**config.mk**
```make
export PLATFORM = sky130hd
export DESIGN_NAME = unidade_escrita_registradores
export DESIGN_NICKNAME = d
export VERILOG_FILES = /design/src/rtl/unidade_escrita_registradores_pkg.sv /design/src/rtl/unidade_escrita_registradores_fila_escrita.sv /design/src/rtl/unidade_escrita_registradores.sv
export SDC_FILE = /design/constraint.sdc
export NUM_CORES = 1
export LEC_CHECK = 0
export CELL_PAD_IN_SITES_DETAIL_PLACEMENT = 1
export CELL_PAD_IN_SITES_GLOBAL_PLACEMENT = 2
export CORE_MARGIN = 3
export CORE_UTILIZATION = 32
export DETAILED_ROUTE_END_ITERATION = 10
export PLACE_DENSITY = 0.74
export SLEW_MARGIN = 20
export SYNTH_ARGS = -nofsm -noshare
export SYNTH_HDL_FRONTEND = slang
export SYNTH_HIERARCHICAL = 1
export SYNTH_SLANG_ARGS = --single-unit
```
**constraint.sdc**
```tcl
create_clock -name clock -period 4.2 [get_ports clock]
set_clock_uncertainty 0.05 [all_clocks]
set_input_delay 1.26 -clock clock [delete_from_list [all_inputs] [get_ports clock]]
set_output_delay 1.26 -clock clock [all_outputs]
set_load 0.1 [all_outputs]
```
**src/rtl/unidade_escrita_registradores_pkg.sv**
```systemverilog
// Shared register-file constants, used by the write-back unit and by the register file.
package unidade_escrita_registradores_pkg;

    localparam int LARGURA_DADOS = 32;
    localparam int LARGURA_END   = 5;
    localparam logic [LARGURA_END-1:0] REG_ZERO = '0;

endpackage

```
**src/rtl/unidade_escrita_registradores_fila_escrita.sv**
```systemverilog
// In-order write queue with two enqueue ports (A is older than B) and one pop per cycle.
// Every slot is exported so the lookup logic can scan the pending writes.
module fila_escrita
    import unidade_escrita_registradores_pkg::*;
#(
    parameter int PROFUNDIDADE = 4,
    parameter int W_DADOS      = LARGURA_DADOS,
    parameter int W_END        = LARGURA_END,
    localparam int PW          = $clog2(PROFUNDIDADE),
    localparam int CW          = PW + 1
) (
    input  logic                                  clock,
    input  logic                                  reset,
    input  logic                                  enq_a_i,
    input  logic [W_END-1:0]                      end_a_i,
    input  logic [W_DADOS-1:0]                    dados_a_i,
    input  logic                                  enq_b_i,
    input  logic [W_END-1:0]                      end_b_i,
    input  logic [W_DADOS-1:0]                    dados_b_i,
    input  logic                                  deq_i,
    output logic [CW-1:0]                         count_o,
    output logic [PW-1:0]                         cab_o,
    output logic [PROFUNDIDADE-1:0][W_END-1:0]    end_o,
    output logic [PROFUNDIDADE-1:0][W_DADOS-1:0]  dados_o
);

    logic [PW-1:0] cab_q, cab_d, cauda_q, cauda_d, pos_b;
    logic [CW-1:0] count_q, count_d, n_enq;
    logic [PROFUNDIDADE-1:0][W_END-1:0]   end_q;
    logic [PROFUNDIDADE-1:0][W_DADOS-1:0] dados_q;

    always_comb begin
        n_enq   = CW'(enq_a_i) + CW'(enq_b_i);
        // B lands behind A when both arrive together
        pos_b   = enq_a_i ? cauda_q + PW'(1) : cauda_q;
        cauda_d = cauda_q + n_enq[PW-1:0];
        cab_d   = cab_q + PW'(deq_i);
        count_d = count_q + n_enq - CW'(deq_i);
    end

    always_ff @(posedge clock) begin
        if (reset) begin
            cab_q   <= '0;
            cauda_q <= '0;
            count_q <= '0;
        end else begin
            cab_q   <= cab_d;
            cauda_q <= cauda_d;
            count_q <= count_d;
        end
    end

    always_ff @(posedge clock) begin
        if (enq_a_i) begin
            end_q[cauda_q]   <= end_a_i;
            dados_q[cauda_q] <= dados_a_i;
        end
        if (enq_b_i) begin
            end_q[pos_b]   <= end_b_i;
            dados_q[pos_b] <= dados_b_i;
        end
    end

    assign count_o = count_q;
    assign cab_o   = cab_q;
    assign end_o   = end_q;
    assign dados_o = dados_q;

endmodule

```
**src/rtl/unidade_escrita_registradores.sv**
```systemverilog
// Write-back unit: arbitrates ALU and load results into a write queue, drains it into the
// register file's single write port and answers pending/forwarding lookups for decode.
module unidade_escrita_registradores
    import unidade_escrita_registradores_pkg::*;
#(
    parameter int PROFUNDIDADE  = 4,
    parameter int LARGURA_DADOS = unidade_escrita_registradores_pkg::LARGURA_DADOS,
    parameter int LARGURA_END   = unidade_escrita_registradores_pkg::LARGURA_END
) (
    input  logic                     clock,
    input  logic                     reset,
    input  logic                     mem_valido,
    input  logic [LARGURA_END-1:0]   mem_endereco,
    input  logic [LARGURA_DADOS-1:0] mem_dados,
    output logic                     aceita_mem,
    input  logic                     ula_valido,
    input  logic [LARGURA_END-1:0]   ula_endereco,
    input  logic [LARGURA_DADOS-1:0] ula_dados,
    output logic                     aceita_ula,
    output logic                     escreve_R,
    output logic [LARGURA_END-1:0]   endereco_E,
    output logic [LARGURA_DADOS-1:0] dados,
    input  logic [LARGURA_END-1:0]   consulta_rs,
    input  logic [LARGURA_END-1:0]   consulta_rt,
    output logic                     pendente_rs,
    output logic                     pendente_rt,
    output logic [LARGURA_DADOS-1:0] encaminha_rs,
    output logic [LARGURA_DADOS-1:0] encaminha_rt,
    output logic                     vazio
);

    localparam int PW = $clog2(PROFUNDIDADE);
    localparam int CW = PW + 1;
    localparam logic [LARGURA_END-1:0] ZERO = LARGURA_END'(REG_ZERO);

    logic [CW-1:0] count, livre;
    logic [PW-1:0] cab;
    logic [PROFUNDIDADE-1:0][LARGURA_END-1:0]   fila_end;
    logic [PROFUNDIDADE-1:0][LARGURA_DADOS-1:0] fila_dados;
    logic enq_mem, enq_ula, deq;

    logic                     escreve_q, escreve_d;
    logic [LARGURA_END-1:0]   end_q, end_d;
    logic [LARGURA_DADOS-1:0] dados_q, dados_d;

    // Free space ignores this cycle's pop so readiness never depends on the drain path
    assign livre      = CW'(PROFUNDIDADE) - count;
    assign aceita_mem = (livre != '0);
    assign aceita_ula = (livre >= CW'(2)) || (aceita_mem && !mem_valido);
    assign enq_mem    = mem_valido && aceita_mem && (mem_endereco != ZERO);
    assign enq_ula    = ula_valido && aceita_ula && (ula_endereco != ZERO);
    assign deq        = (count != '0);

    fila_escrita #(
        .PROFUNDIDADE (PROFUNDIDADE),
        .W_DADOS      (LARGURA_DADOS),
        .W_END        (LARGURA_END)
    ) u_fila (
        .clock     (clock),
        .reset     (reset),
        .enq_a_i   (enq_mem),
        .end_a_i   (mem_endereco),
        .dados_a_i (mem_dados),
        .enq_b_i   (enq_ula),
        .end_b_i   (ula_endereco),
        .dados_b_i (ula_dados),
        .deq_i     (deq),
        .count_o   (count),
        .cab_o     (cab),
        .end_o     (fila_end),
        .dados_o   (fila_dados)
    );

    always_comb begin
        escreve_d = deq;
        end_d     = end_q;
        dados_d   = dados_q;
        if (deq) begin
            end_d   = fila_end[cab];
            dados_d = fila_dados[cab];
        end
    end

    always_ff @(posedge clock) begin
        if (reset) begin
            escreve_q <= 1'b0;
            end_q     <= '0;
            dados_q   <= '0;
        end else begin
            escreve_q <= escreve_d;
            end_q     <= end_d;
            dados_q   <= dados_d;
        end
    end

    logic [1:0][LARGURA_END-1:0]   alvo;
    logic [1:0]                    pend;
    logic [1:0][LARGURA_DADOS-1:0] enc;

    assign alvo = {consulta_rt, consulta_rs};

    // Scan oldest to newest so the last hit (closest to the tail) wins
    always_comb begin
        pend = '0;
        enc  = '0;
        for (int op = 0; op < 2; op++) begin
            if (escreve_q && end_q == alvo[op]) begin
                pend[op] = 1'b1;
                enc[op]  = dados_q;
            end
            for (int k = 0; k < PROFUNDIDADE; k++) begin
                if (CW'(k) < count && fila_end[cab + PW'(k)] == alvo[op]) begin
                    pend[op] = 1'b1;
                    enc[op]  = fila_dados[cab + PW'(k)];
                end
            end
            if (alvo[op] == ZERO) begin
                pend[op] = 1'b0;
                enc[op]  = '0;
            end
        end
    end

    assign pendente_rs  = pend[0];
    assign pendente_rt  = pend[1];
    assign encaminha_rs = enc[0];
    assign encaminha_rt = enc[1];
    assign escreve_R    = escreve_q;
    assign endereco_E   = end_q;
    assign dados        = dados_q;
    assign vazio        = (count == '0) && !escreve_q;

endmodule

```
-- Yosys cells after proc, flatten, opt, wreduce, memory -nomap -nowiden
Cells that the tools add are included.
- bits in latches: 0
- output and inout bits: 107
- memories kept: 0
- input bits: 88
- logic and storage cells: 132
- ROM bits: 0
- memory bits (writable): 0
- register bits: 193
- bitwise logic cells: 0
- reduce and logical (&&, ||, !) cells: 28
- equal/unequal tests: 10
- shifts and indexed selects: 0
- $add $sub $neg: 10
- $mul: 0
- magnitude comparators: 13
- div/mod/pow operators: 0
- muxes and demuxes: 57
- operator list (cell ; number):
    two-way mux 32 bit ; 18
    binary-select mux 32 bit (select 2 bit) ; 4
    bitwise mux 128 bit ; 2
    two-way mux 128 bit ; 2
    demux 32 bit (select 2 bit) ; 2
    equality test 5 bit ; 10
    binary-select mux 5 bit (select 2 bit) ; 4
    bitwise mux 20 bit ; 2
    two-way mux 20 bit ; 2
    two-way mux 5 bit ; 6
    demux 5 bit (select 2 bit) ; 2
    logical AND 1 bit ; 18
    less-than comparator 2 x 3 -> 1 bit (second input constant) ; 6
    two-way mux 1 bit ; 12
    zero test 5 bit ; 2
    nonzero test 5 bit ; 2
    less-than comparator 1 x 3 -> 1 bit (first input constant) ; 2
    less-than comparator 2 x 3 -> 1 bit (first input constant) ; 2
    nonzero test 3 bit ; 2
    adder 2 x 1 -> 2 bit (second input constant) ; 2
    adder 2 bit (second input constant) ; 2
    greater-or-equal comparator 2 x 1 -> 1 bit (second input constant) ; 2
    adder 3 bit ; 1
    greater-or-equal comparator 3 x 2 -> 1 bit (second input constant) ; 1
    other kinds (9) ; 10

-- Logic depth before layout (Yosys ltp)
- word-level depth: 11
- gate-level depth with buffers: 12
- depth with buffers taken out: 12

-- Modules after synthesis
Netlist, hierarchy kept.
- by module, submodules not included (module ; area each (um^2) ; seq. area each (um^2) ; times used ; cells each):
    unidade_escrita_registradores ; 8156.6 ; 760.7 ; 1 ; 1084
    fila_escrita ; 7231.9 ; 3103.0 ; 1 ; 523

-- Worst setup path after synthesis
Ideal clock, no wire load.
- kind: input to output
- start: input port consulta_rs[1]
- end: output port encaminha_rs[10]
- cell stages on the path: 8
- slack: -2.149 ns
- buffers on the path: 2
- required time: 2.890 ns
- arrival: 5.039 ns
- path through: clkbuf_1 > xor2_1 > nor4_1 > nand3_1 > a21oi_1 > clkbuf_1 > a221oi_1 > o31ai_1
- word-level cells in the longest chain between the ends: 8
- elaborated cells between the ends (all ways): 17
- those cells by class: 5 x eq/ne; 6 x mux; 6 x reduce/logical
- ends and longest elaborated chain (element ; line ; RTL):
    from (decl) ; unidade_escrita_registradores.sv:23 ; input logic [LARGURA_END-1:0] consulta_rs,
    equality test 5 bit ; unidade_escrita_registradores.sv:107 ; if (escreve_q && end_q == alvo[op]) begin
    logical AND 1 bit ; unidade_escrita_registradores.sv:107 ;
    two-way mux 32 bit ; unidade_escrita_registradores.sv:107 ;
    two-way mux 32 bit (4 in a row) ; unidade_escrita_registradores.sv:112 ; if (CW'(k) < count && fila_end[cab + PW'(k)] == alvo[op]) begin
    two-way mux 32 bit (*) ; unidade_escrita_registradores.sv:117 ; if (alvo[op] == ZERO) begin
    to (decl) ; unidade_escrita_registradores.sv:27 ; output logic [LARGURA_DADOS-1:0] encaminha_rs,
Every way passes the cells marked *; elsewhere a longest branch is shown, timed or not.

-- Worst setup path after layout
- start: register u_fila.cab_q[0] (netlist: u_fila/cab_o[0])
- end: output port encaminha_rt[17]
- word-level cells in the longest chain between the ends: 9
- elaborated cells between the ends (all ways): 32
- those cells by class: 3 x add/sub; 4 x eq/ne; 21 x mux; 4 x reduce/logical
- ends and longest elaborated chain (element ; line ; RTL):
    from (decl) ; unidade_escrita_registradores_fila_escrita.sv:27 ; logic [PW-1:0] cab_q, cab_d, cauda_q, cauda_d, pos_b;
    from (signal assigned) ; unidade_escrita_registradores_fila_escrita.sv:43 ; cab_q <= '0;
    from (signal assigned) ; unidade_escrita_registradores_fila_escrita.sv:47 ; cab_q <= cab_d;
    adder 2 x 1 -> 2 bit or binary-select mux 5 bit (select 2 bit) (tied branches) ; unidade_escrita_registradores.sv:112, unidade_escrita_registradores.sv:114 ;
    binary-select mux 5 bit (select 2 bit) or two-way mux 5 bit (tied branches) ; unidade_escrita_registradores.sv:112 ;
    two-way mux 5 bit (implied by the code) or equality test 5 bit (tied branches) ; unidade_escrita_registradores.sv:112 ;
    equality test 5 bit or logical AND 1 bit (tied branches) ; unidade_escrita_registradores.sv:112 ;
    logical AND 1 bit or two-way mux 32 bit (tied branches) ; unidade_escrita_registradores.sv:112 ;
    two-way mux 32 bit (2 in a row) ; unidade_escrita_registradores.sv:112 ;
    two-way mux 32 bit (*) ; unidade_escrita_registradores.sv:112 ;
    two-way mux 32 bit (*) ; unidade_escrita_registradores.sv:117 ;
    to (decl) ; unidade_escrita_registradores.sv:28 ; output logic [LARGURA_DADOS-1:0] encaminha_rt,
Every way passes the cells marked *; elsewhere a longest branch is shown, timed or not. The select of a mux whose other input is x is not followed.

==> impl_metrics.env <==
export IMPL_status="complete, but fails checks"
export IMPL_violations="setup timing"
export IMPL_drt_iter0_drc=1247
export IMPL_arrival_ns=3.47
export IMPL_ys_ff_latch=193
export IMPL_layout_common_cells="nand2_1 (280), mux2_2 (276), dfxtp_1 (191)"
export IMPL_power_switching_share_pct=51.19
export IMPL_overflow=0
export IMPL_p_leak_nw=9.194
export IMPL_drv_slew=0
export IMPL_syn_cell_area_um2=15390
export IMPL_ir_drop_mv=0.3822
export IMPL_synthDistinctLibCells=59
export IMPL_fill_cells=4876
export IMPL_gp_congestion=0.8738
export IMPL_seq_power_share_pct=17.7
export IMPL_grt_max_degree=74
export IMPL_synth_edf_count=0
export IMPL_fp_coreArea_um2=47050
export IMPL_die_area_um2=50760
export IMPL_grt_pass1_vias=15600
export IMPL_postSynthAreaPerCell_um2=9.576
export IMPL_p_sw_w=0.01140
export IMPL_clockBufferDepth=2
export IMPL_worstMarginPinSlew_ns=1.191
export IMPL_wire_per_inst_um=29.54
export IMPL_hold_end="dados[3]"
export IMPL_finalSetupViolations=66
export IMPL_hold_ws_ns=0.4804
export IMPL_insertion_delay_ns=0.47
export IMPL_hold_buffers=0
export IMPL_end_kind="primary output"
export IMPL_async_flop_share_pct=0
export IMPL_areaGrowthSynthToFinish_pct=56.45
export IMPL_reg2reg_depth=9
export IMPL_io_buffer_count=194
export IMPL_clockPowerShare_pct=8.5
export IMPL_start_util_pct=32.71
export IMPL_layout_min_cycle_time_ns=4.785
export IMPL_rsz0062_at_grt="true"
export IMPL_reg2reg_to="u_fila/count_o[1]"
export IMPL_drt_vias_per_instance=6.004
export IMPL_cts_buffers_inserted=17
export IMPL_powerDensity_nw_per_um2=925.2
export IMPL_dr_pass1_iters=5
export IMPL_dp_cells=2419
export IMPL_fin_crit_sh_pct=113.9
export IMPL_ys_warn_count=6
export IMPL_die_x_um=225.3
export IMPL_critPathMaxFanout=8
export IMPL_intPower_w=0.01087
export IMPL_ant_nets=0
export IMPL_syn_num_nets=1709
export IMPL_setup_slack_ns=-0.5848
export IMPL_seq_area_frac_synth_pct=25.11
export IMPL_postSynthCellCount=1607
export IMPL_fp_dieH_um=225.3
export IMPL_nNetsFinal=2007
export IMPL_ctsRootBufferMaster="clkbuf_16"
export IMPL_reg2reg_from="u_fila/count_o[2]"
export IMPL_hold_depth=2
export IMPL_cts_sinks=193
export IMPL_grt_pass1_wl_um=106600
export IMPL_hold_class="flip-flop to flip-flop"
export IMPL_grt_use_total_pct=28.39
export IMPL_row_count=79
export IMPL_h_tree_depth=4
export IMPL_ys_flop_type="dfxtp_1"
export IMPL_hold_viol_final=0
export IMPL_fmax_ghz=0.2090
export IMPL_num_io_pins=195
export IMPL_hold_path_startpoint="dados[3]"
export IMPL_cts_tree="done"
export IMPL_relSlewSlack_pct=20.62
export IMPL_rrSetupSlack_ns=1.02
export IMPL_drcViolationCount=0
export IMPL_vias=15170
export IMPL_antenna_found_initial=7
export IMPL_clk_pin_slew_ns=0.08
export IMPL_critPathRequiredTime_ns=2.89
export IMPL_maxCapViolations=0
export IMPL_routed_wl_um=74630
export IMPL_instances_no_fill=2526
export IMPL_critPathLaunchType="flip-flop"
export IMPL_worst_setup_path_type="flip-flop to primary output"
export IMPL_dp_worst_setup_slack_ns=-0.8749
export IMPL_combinationalPowerShare_pct=73.8
export IMPL_layout_drive_gt1_share_pct=50.99
export IMPL_dpl_hpwl_um=45450
export IMPL_final_common_cell="nand2_1"
[metal layers]
metal  track usage (%)  vias up  part of all wire (%)
met5                 0        -                 0.076
met4             11.58        8                   4.3
li1                  -     6630                     -
met3             4.885      170                   6.3
met2             46.02      561                    47
met1             37.59     7797                    43
[how the worst max path moves through the flow]
stage / from / to / cells after the start
floorplan: consulta_rs[1] / encaminha_rs[16] / 8
global placement: consulta_rs[1] / encaminha_rs[3] / 9
detailed placement: consulta_rs[4] / encaminha_rs[7] / 11
CTS: consulta_rs[3] / encaminha_rs[21] / 14
global route: u_fila/cab_o[0] / encaminha_rt[8] / 10
finish: u_fila/cab_o[0] / encaminha_rt[17] / 10
[flip-flops by register name, summed over array words and instances, names as in the netlist]
| name | count |
|---|---|
| dados | 32 |
| endereco_E | 5 |
| escreve_R | 1 |
| u_fila/cab_o | 2 |
| u_fila/cauda_q | 2 |
| u_fila/count_o | 3 |
| u_fila/dados_o | 128 |
| u_fila/end_o | 20 |
[cell families (layout without fill, tap and decap cells)]
logic type / Yosys count / in the layout / share of synthesized area (%)
muxes: 444 / 444 / 37.29
and+or+nand+nor: 407 / 407 / 11.73
AOI/OAI and AO/OA: 323 / 323 / 15.86
DFF: 193 / 193 / 25.11
buffers and inverters: 169 / 478 / 5.586
xor gates and xnor gates: 57 / 57 / 3.244
adders and majority gates: 14 / 14 / 1.187
other: 0 / 3 / 0
[metrics by stage]
| step | power [W] | TNS [ns] | area (µm²) | utilization [%] |
|---|---|---|---|---|
| global placement | 0.01799 | -48.04 | 20590 | 43.77 |
| finish | 0.02228 | -34.10 | 24080 | 51.17 |
| floorplan | 0.01400 | -45.53 | 16610 | - |
| CTS | 0.02154 | -32.98 | 23560 | 50.07 |
| detailed placement | 0.01833 | -49.81 | 20590 | 43.77 |
| global route | 0.02323 | -40.00 | 24070 | 51.16 |
[cell type report]
cell class	instances	area, µm²	share of cell area [%]
well taps	607	759.5	3.155
clock inverters	10	171.4	0.7120
inverters	24	90.09	0.3742
repair buffers	424	5634	23.40
multi-input cells	1245	13060	54.26
clock buffers	20	478.0	1.985
flip-flops and latches	193	3871	16.08
diodes	3	7.507	0.03118
[power by group through the flow]
stage	clock network, W	logic, W	registers (W)
5_1_grt	0.00199	0.0172	0.00408
3_5_place_dp	0	0.0144	0.00392
3_3_place_gp	0	0.0142	0.00382
4_1_cts	0.00192	0.0157	0.00390
2_1_floorplan	0	0.00940	0.00460
6_report	0.00190	0.0164	0.00395
[Yosys cell counts (3+ instances only)]
cell type	n	share of area, %
mux4_1	4	0.68
o21a_1	16	0.78
nand4_1	4	0.16
mux2_2	276	20
xnor2_1	28	1.6
buf_1	17	0.41
inv_1	23	0.56
nor2_1	30	0.73
a32oi_1	32	1.8
mux4_2	58	8.5
mux2i_1	70	4.6
nand3_1	7	0.23
nand2_1	286	7.0
and2_1	35	1.4
buf_2	37	1.2
o31ai_1	32	1.6
nor4_1	5	0.20
o21ai_0	22	0.72
a31oi_4	4	0.55
a31o_1	23	1.3
xor2_1	29	1.7
mux2_1	6	0.44
dfxtp_1	193	25
o311ai_1	4	0.23
nand2b_1	5	0.20
o32ai_1	28	1.6
a221oi_1	32	1.8
a21oi_1	87	2.8
clkbuf_1	70	1.7
a31oi_1	4	0.16
buf_12	3	0.39
ha_1	13	1.1
and3_1	5	0.20
mux2_4	30	2.9
nand3b_1	5	0.24
buf_6	15	1.1
a221o_1	28	1.8
nor2b_1	4	0.16
or3_1	5	0.20
nand2_2	4	0.16
a31o_2	5	0.28
[critical path, stage by stage, from the launching register on]
cell	delay (ns)
dfxtp_4	0.40
buf_6	0.14
buf_4	0.13
mux4_2	0.58
xnor2_1	0.21
nand4_1	0.13
or3_4	0.47
buf_12	0.20
o32ai_4	0.33
a31o_4	0.20
buf_12	0.18
[repair_timing]
action,4_1_cts,5_1_grt
endpoints found under the setup margin,66,66
pin swaps,44,65
hold endpoints to repair,0,0
resized for setup,239,67
cloned,25,6
buffers inserted,56,16
Power figures use the tool's default switching activity.
